## src/rtl/prom_fuse_writer.sv

```systemverilog
// Bipolar PROM word programmer: pre-read, then pulse/verify/retry each fuse that must go 0->1.
// Define PROM_FUSE_WRITER_BLANK_CHECK_EN to reject words whose pre-read has 1s the pattern lacks.
module prom_fuse_writer #(
    parameter int unsigned DATA_WIDTH      = 8,
    parameter int unsigned ADDRESS_WIDTH   = 9,
    parameter int unsigned SETUP_CYCLES    = 50,
    parameter int unsigned PULSE_CYCLES    = 500,
    parameter int unsigned RECOVERY_CYCLES = 50,
    parameter int unsigned READ_CYCLES     = 10,
    parameter int unsigned MAX_RETRIES     = 3
) (
    input  logic                     clk,
    input  logic                     reset,
    input  logic                     start,
    input  logic [ADDRESS_WIDTH-1:0] write_address,
    input  logic [DATA_WIDTH-1:0]    write_data,
    input  logic [DATA_WIDTH-1:0]    chip_data_in,
    output logic [ADDRESS_WIDTH-1:0] chip_address_port,
    output logic [DATA_WIDTH-1:0]    chip_data_out,
    output logic                     chip_data_oe,
    output logic                     chip_select_n,
    output logic                     program_enable,
    output logic                     busy,
    output logic                     done,
    output logic                     error,
    output logic [DATA_WIDTH-1:0]    result_data
);

    localparam int unsigned MAX_SP    = (SETUP_CYCLES > PULSE_CYCLES) ? SETUP_CYCLES : PULSE_CYCLES;
    localparam int unsigned MAX_RR    = (RECOVERY_CYCLES > READ_CYCLES) ? RECOVERY_CYCLES
                                                                        : READ_CYCLES;
    localparam int unsigned MAX_PHASE = (MAX_SP > MAX_RR) ? MAX_SP : MAX_RR;
    localparam int unsigned CNT_W     = $clog2(MAX_PHASE) + 1;
    localparam int unsigned BIT_W     = $clog2(DATA_WIDTH) + 1;
    localparam int unsigned RETRY_W   = $clog2(MAX_RETRIES + 1) + 1;

    localparam logic [CNT_W-1:0]   READ_LOAD    = CNT_W'(READ_CYCLES - 1);
    localparam logic [CNT_W-1:0]   SETUP_LOAD   = CNT_W'(SETUP_CYCLES - 1);
    localparam logic [CNT_W-1:0]   PULSE_LOAD   = CNT_W'(PULSE_CYCLES - 1);
    localparam logic [CNT_W-1:0]   RECOVER_LOAD = CNT_W'(RECOVERY_CYCLES - 1);
    localparam logic [BIT_W-1:0]   LAST_BIT     = BIT_W'(DATA_WIDTH - 1);
    localparam logic [RETRY_W-1:0] RETRY_LIMIT  = RETRY_W'(MAX_RETRIES);

    typedef enum logic [2:0] {
        StIdle,
        StRead,
        StScan,
        StSetup,
        StPulse,
        StRecover,
        StVerify,
        StFinish
    } state_e;

    state_e                   state_q, state_d;
    logic [CNT_W-1:0]         cnt_q, cnt_d;
    logic [BIT_W-1:0]         bit_index_q, bit_index_d;
    logic [RETRY_W-1:0]       retry_q, retry_d;
    logic [ADDRESS_WIDTH-1:0] addr_q, addr_d;
    logic [DATA_WIDTH-1:0]    wdata_q, wdata_d;
    logic [DATA_WIDTH-1:0]    result_q, result_d;
    logic                     fail_q, fail_d;

    logic [DATA_WIDTH-1:0] bit_mask;
    logic                  want_bit;
    logic                  have_bit;
    logic                  read_bit;
    logic                  cnt_zero;
    logic                  last_bit;
    logic                  blank_violation;

    assign bit_mask = DATA_WIDTH'(1) << bit_index_q;
    assign want_bit = |(wdata_q & bit_mask);
    assign have_bit = |(result_q & bit_mask);
    // Verify decides on the live read-back, the same value captured into result_data.
    assign read_bit = |(chip_data_in & bit_mask);
    assign cnt_zero = (cnt_q == '0);
    assign last_bit = (bit_index_q == LAST_BIT);

`ifdef PROM_FUSE_WRITER_BLANK_CHECK_EN
    assign blank_violation = |(chip_data_in & ~wdata_q);
`else
    assign blank_violation = 1'b0;
`endif

    always_ff @(posedge clk or posedge reset) begin
        if (reset) begin
            state_q     <= StIdle;
            cnt_q       <= '0;
            bit_index_q <= '0;
            retry_q     <= '0;
            addr_q      <= '0;
            wdata_q     <= '0;
            result_q    <= '0;
            fail_q      <= 1'b0;
        end else begin
            state_q     <= state_d;
            cnt_q       <= cnt_d;
            bit_index_q <= bit_index_d;
            retry_q     <= retry_d;
            addr_q      <= addr_d;
            wdata_q     <= wdata_d;
            result_q    <= result_d;
            fail_q      <= fail_d;
        end
    end

    always_comb begin
        state_d     = state_q;
        cnt_d       = cnt_q;
        bit_index_d = bit_index_q;
        retry_d     = retry_q;
        addr_d      = addr_q;
        wdata_d     = wdata_q;
        result_d    = result_q;
        fail_d      = fail_q;

        case (state_q)
            StIdle: begin
                if (start) begin
                    addr_d      = write_address;
                    wdata_d     = write_data;
                    bit_index_d = '0;
                    retry_d     = '0;
                    fail_d      = 1'b0;
                    cnt_d       = READ_LOAD;
                    state_d     = StRead;
                end
            end
            StRead: begin
                if (cnt_zero) begin
                    result_d = chip_data_in;
                    if (blank_violation) begin
                        fail_d  = 1'b1;
                        state_d = StFinish;
                    end else begin
                        state_d = StScan;
                    end
                end else begin
                    cnt_d = cnt_q - 1'b1;
                end
            end
            StScan: begin
                if (want_bit && !have_bit) begin
                    cnt_d   = SETUP_LOAD;
                    state_d = StSetup;
                end else if (last_bit) begin
                    state_d = StFinish;
                end else begin
                    bit_index_d = bit_index_q + 1'b1;
                end
            end
            StSetup: begin
                if (cnt_zero) begin
                    retry_d = retry_q + 1'b1;
                    cnt_d   = PULSE_LOAD;
                    state_d = StPulse;
                end else begin
                    cnt_d = cnt_q - 1'b1;
                end
            end
            StPulse: begin
                if (cnt_zero) begin
                    cnt_d   = RECOVER_LOAD;
                    state_d = StRecover;
                end else begin
                    cnt_d = cnt_q - 1'b1;
                end
            end
            StRecover: begin
                if (cnt_zero) begin
                    cnt_d   = READ_LOAD;
                    state_d = StVerify;
                end else begin
                    cnt_d = cnt_q - 1'b1;
                end
            end
            StVerify: begin
                if (cnt_zero) begin
                    result_d = chip_data_in;
                    if (read_bit) begin
                        retry_d = '0;
                        if (last_bit) begin
                            state_d = StFinish;
                        end else begin
                            bit_index_d = bit_index_q + 1'b1;
                            state_d     = StScan;
                        end
                    end else if (retry_q < RETRY_LIMIT) begin
                        cnt_d   = SETUP_LOAD;
                        state_d = StSetup;
                    end else begin
                        fail_d  = 1'b1;
                        state_d = StFinish;
                    end
                end else begin
                    cnt_d = cnt_q - 1'b1;
                end
            end
            StFinish: begin
                cnt_d       = '0;
                bit_index_d = '0;
                retry_d     = '0;
                state_d     = StIdle;
            end
            default: begin
                state_d = StIdle;
            end
        endcase
    end

    // Outputs decode straight from state so an async reset removes the pulse at once.
    always_comb begin
        chip_select_n  = 1'b1;
        chip_data_oe   = 1'b0;
        chip_data_out  = '0;
        program_enable = 1'b0;
        busy           = (state_q != StIdle);
        done           = (state_q == StFinish);
        error          = (state_q == StFinish) && fail_q;
        result_data    = result_q;

        case (state_q)
            StRead, StVerify: begin
                chip_select_n = 1'b0;
            end
            StSetup: begin
                chip_data_oe  = 1'b1;
                chip_data_out = bit_mask;
            end
            StPulse: begin
                chip_data_oe   = 1'b1;
                chip_data_out  = bit_mask;
                program_enable = 1'b1;
            end
            default: begin
            end
        endcase

        chip_address_port = busy ? addr_q : '0;
    end

endmodule

```

## config.mk

```make
export PLATFORM = sky130hd
export DESIGN_NAME = prom_fuse_writer
export DESIGN_NICKNAME = d
export VERILOG_FILES = /design/src/rtl/prom_fuse_writer.sv
export SDC_FILE = /design/constraint.sdc
export NUM_CORES = 1
export LEC_CHECK = 0
export ABC_AREA = 0
export CAP_MARGIN = 20
export CORE_MARGIN = 5
export CORE_UTILIZATION = 47
export DETAILED_ROUTE_END_ITERATION = 10
export GPL_TIMING_DRIVEN = 0
export HOLD_SLACK_MARGIN = 0.12
export PLACE_DENSITY_LB_ADDON = 0.08
export SYNTH_ARGS = -nofsm -noshare
export SYNTH_HDL_FRONTEND = slang
export SYNTH_SLANG_ARGS = --single-unit
```

## constraint.sdc

```tcl
create_clock -name clk -period 3.4 [get_ports clk]
set_input_delay 0.51 -clock clk [delete_from_list [all_inputs] [get_ports clk]]
set_output_delay 0.51 -clock clk [all_outputs]
set_load 0.01 [all_outputs]
```

==> results_tabular.tex <==
\begin{tabular}{lr}
\hline
Metric & Value \\
\hline
\multicolumn{2}{l}{\textbf{STA}} \\
\quad Final number of hold-violating endpoints & 0 \\
\quad Relative max-transition margin & around 43\% \\
\quad Setup slack of the critical path after layout & 0.263 ns \\
\quad Min Hold Slack & 0.477 ns \\
\quad Post-Route Skew & 0.00921 ns \\
\quad Final setup TNS & 0 ns \\
\quad Number of slew-limit violations in the final report & 0 \\
\quad Tcrit/Tclk final & between 90 and 100\% \\
\quad Setup repair after global routing missed its margin & false \\
\quad Final-report setup violation count & 0 \\
\quad Worst Max-Slew Pin Slew & 0.848 ns \\
\quad Post-layout min period & roughly 3.1 ns \\
\quad FMAX & 0.319 GHz \\
\multicolumn{2}{l}{\textbf{Power and ir drop}} \\
\quad Pwr dens & between 700 and 800 nW/um\^{}2 \\
\quad Leakage component of the power & between 1.5 and 2 nW \\
\quad Power dissipated by switching net loads & 1.08 mW \\
\quad Comb pwr share & 51.4\% \\
\quad Overall power of the completed layout & between 2 and 3 mW \\
\quad Peak supply drop & between 0.0003 and 0.0004 V \\
\quad Part of the total power dissipated in the clock network & 16.3\% \\
\quad Cell-internal power & 1.49 mW \\
\quad Switching part of the total & 42.1\% \\
\quad Power share of the sequential group & 32.3\% \\
\multicolumn{2}{l}{\textbf{Routing}} \\
\quad First-pass detailed-route iteration total & 8 \\
\quad Via-to-Cell Ratio & 5.63 \\
\quad Vias post-DR & between 2000 and 3000 \\
\quad Routed len/inst & 15.9 um \\
\quad Number of antenna-violating nets in the routed design & 0 \\
\quad DRC errors left & 0 \\
\quad Number of DRC violations after detailed-routing iteration 0 & 226 \\
\quad Routed WL & 7.52 mm \\
\multicolumn{2}{l}{\textbf{Global route}} \\
\quad Global-route wire length before repair & 12.9 mm \\
\quad Number of global-route vias before repair & 2620 \\
\quad GRT Residual Overflow & 0 \\
\quad Number of antenna violations at the first check in global routing & 0 \\
\quad Total global-route track usage & 21.2\% \\
\quad Maximum number of pins on one net before global-route repair & 26 \\
\multicolumn{2}{l}{\textbf{Worst setup path}} \\
\quad Crit Reg-Reg Endpoint & cnt\_q[5] \\
\quad Critical path endpoint category & output port \\
\quad Launch point of the worst path & state\_q[2] \\
\quad Startpoint class of the critical path & flop \\
\quad Data required time of the worst path & approximately 2.9 ns \\
\quad Arrival time of the worst setup path & 2.63 ns \\
\quad Cells on worst reg2reg path & 10 \\
\quad Setup Crit Path Kind & reg2out \\
\quad Crit path max fanout & 10 \\
\quad RR Startpoint & cnt\_q[0] \\
\quad Worst R2R Setup Slack & about 0.42 ns \\
\multicolumn{2}{l}{\textbf{Logic synthesis}} \\
\quad Proportion of netlist area held by the largest area contributor & 40.8\% \\
\quad Cells after Synth & 331 \\
\quad Async set or reset register ratio after synthesis & between 90\% and 100\% \\
\quad Predominant post-synthesis flop cell & sky130\_fd\_sc\_hd\_\_dfrtp\_1 \\
\quad Largest cells by area after synthesis & sky130\_fd\_sc\_hd\_\_dfrtp\_1, sky130\_fd\_sc\_hd\_\_nand2\_1, sky130\_fd\_sc\_hd\_\_mux2\_2 \\
\quad Number of storage elements in the synthesis netlist & 46 \\
\quad Post-Synthesis Cell Area & 2820 sq um \\
\quad Synthesized netlist net count & 367 \\
\quad Proportion of synthesized chip area in sequential cells & between 40\% and 50\% \\
\quad Mean Syn Cell Area & $\sim$8.5 sq um \\
\quad Count of flip-flops with a built-in enable after synthesis & 0 \\
\quad Most used standard cell by instance count after synthesis & sky130\_fd\_sc\_hd\_\_nand2\_1 \\
\quad Yosys Warn Count & 0 \\
\quad Cell variety after synth & 57 \\
\quad Most instantiated cells after synthesis & sky130\_fd\_sc\_hd\_\_nand2\_1, sky130\_fd\_sc\_hd\_\_dfrtp\_1, sky130\_fd\_sc\_hd\_\_o21ai\_0, sky130\_fd\_sc\_hd\_\_a21oi\_1, sky130\_fd\_sc\_hd\_\_nor2\_1 \\
\quad Largest area contributor in the netlist & sky130\_fd\_sc\_hd\_\_dfrtp\_1 \\
\multicolumn{2}{l}{\textbf{Hold path}} \\
\quad Path category of the worst min-delay check & reg2reg \\
\quad Beginning of the worst hold path & addr\_q[0] \\
\quad Worst Hold Endpoint & addr\_q[0] \\
\quad WHS Path Cells & 2 \\
\multicolumn{2}{l}{\textbf{Clock network}} \\
\quad Number of buffers added by the clock tree synthesis step & 5 \\
\quad Root cell of the clock tree & sky130\_fd\_sc\_hd\_\_clkbuf\_8 \\
\quad Post-CTS repair timing setup buffer count & 0 \\
\quad Number of hold buffers added after cts & 0 \\
\quad Worst-skew pair later-pin latency & 0.30 ns \\
\quad TritonCTS clock tree & done \\
\quad CTS clock-pin slew for the worst setup and hold paths & 0.08 ns \\
\quad CTS HTree Levels & 2 \\
\quad CTS Sinks & 46 \\
\quad Maximum count of clock buffers along a single path & 2 \\
\multicolumn{2}{l}{\textbf{Floorplanning}} \\
\quad Initial standard-cell utilization of the core & $\sim$48\% \\
\quad Placeable core region & 5890 sq um \\
\quad Height of the chip & 87.5 um \\
\quad Full die area & 7660 sq um \\
\quad Die X & 87.5 um \\
\quad Top-Level Pins & 59 \\
\quad Number of placement rows & 28 \\
\multicolumn{2}{l}{\textbf{Placement}} \\
\quad Post-placement setup slack & 0.387 ns \\
\quad Sum of net half-perimeters after detailed placement & 5.74 mm \\
\quad Number of port buffers & 58 \\
\quad Placer's final routability congestion estimate & 0.883 \\
\quad Placed Instances & 465 \\
\multicolumn{2}{l}{\textbf{Final layout}} \\
\quad Number of standard cells in the layout, taps in and fillers out & between 400 and 500 \\
\quad Diodes inserted & 0 \\
\quad Fraction of layout cells with a size suffix above 1 & 8.31\% \\
\quad Final net count & 433 \\
\quad Area growth, synth to finish & 28.7\% \\
\multicolumn{2}{l}{\textbf{Status}} \\
\quad Run status & finished, final reports clean \\
\multicolumn{2}{l}{\textbf{Run}} \\
\quad Max cap viols & 0 \\
\hline
\end{tabular}
per-stage QoR:
stage	utilization, %	instance area [sq um]
detailed placement	59.8	3520
global route	61.7	3630
CTS	61.7	3630
floorplan	-	2820
global placement	59.4	3500
finish	61.7	3630
metal layers:
layer  up-vias  GRT usage (%)  share of wire, %
li1       1300              -                 -
met1      1244           29.6                45
met2       102           34.5                47
met3        12           3.97               6.8
met4         0           4.32              0.82
met5         -              0                 0
power groups by stage:
| stage | Sequential [mW] | Clock (mW) | Combinational [mW] |
|---|---|---|---|
| 2_1_floorplan | 0.799 | 0 | 0.903 |
| 3_3_place_gp | 0.830 | 0 | 1.29 |
| 3_5_place_dp | 0.837 | 0 | 1.31 |
| 4_1_cts | 0.827 | 0.432 | 1.32 |
| 5_1_grt | 0.855 | 0.455 | 1.49 |
| 6_report | 0.831 | 0.419 | 1.32 |
how the worst max path moves through the flow:
stage	endpoint	slack [ns]	depth (start not counted)
after floorplan	cnt_q[8]	0.96	8
after global placement	chip_data_out[2]	0.38	7
after detailed placement	chip_data_out[6]	0.39	7
after CTS	chip_data_out[6]	0.06	7
after global routing	chip_select_n	0.06	6
final	chip_select_n	0.26	6
cell families (layout without fill, tap and decap cells):
| group | Yosys count | count (layout) | share of synthesized area, % |
|---|---|---|---|
| fa+ha+maj | 8 | 8 | 3.55 |
| xor+xnor | 2 | 2 | 0.621 |
| buf+inv | 31 | 97 | 4.61 |
| flops | 46 | 46 | 40.8 |
| compound gates | 80 | 80 | 20.4 |
| simple gates | 152 | 152 | 25.4 |
| mux | 12 | 12 | 4.65 |
critical path, stage by stage (launching register included):
cell                              delay (ns)
sky130_fd_sc_hd__dfrtp_1                0.37
sky130_fd_sc_hd__clkbuf_1               0.36
sky130_fd_sc_hd__clkbuf_1               0.36
sky130_fd_sc_hd__buf_1                  0.40
sky130_fd_sc_hd__nor2_1                 0.11
sky130_fd_sc_hd__a21oi_1                0.17
sky130_fd_sc_hd__clkdlybuf4s50_1        0.55
layout make-up:
cell class                 instances  area (sq um)
fill                             523          2250
multi-input combinational        254          1540
sequential                        46          1150
timing repair buffer              59           601
tap                               75          93.8
clock buffer                       6          82.6
buffer                            17          78.8
inverter                          14          52.6
clock inverter                     1          30.0
placed cells by master, fill, tap and decap left out, drive strengths merged, types with 10 or more instances in the layout:
master / Yosys / layout
nand2: 77 / 77
clkdlybuf4s50: 0 / 58
dfrtp: 46 / 46
o21ai: 21 / 21
a21oi: 18 / 18
nor2: 18 / 18
clkbuf: 12 / 18
inv: 14 / 14
nor2b: 12 / 12
nor3: 10 / 10
registers in the layout, summed over array words and instances (netlist names):
register     cells
cnt_q           10
addr_q           9
result_data      8
wdata_q          8
bit_index_q      4
retry_q          3
state_q          3
fail_q           1
repair_timing:
| item | 4_1_cts | 5_1_grt |
|---|---|---|
| endpoints found under the setup margin | 0 | 8 |
| resized for setup | 0 | 3 |
| hold endpoints to repair | 0 | 0 |
Power figures use the tool's default switching activity.
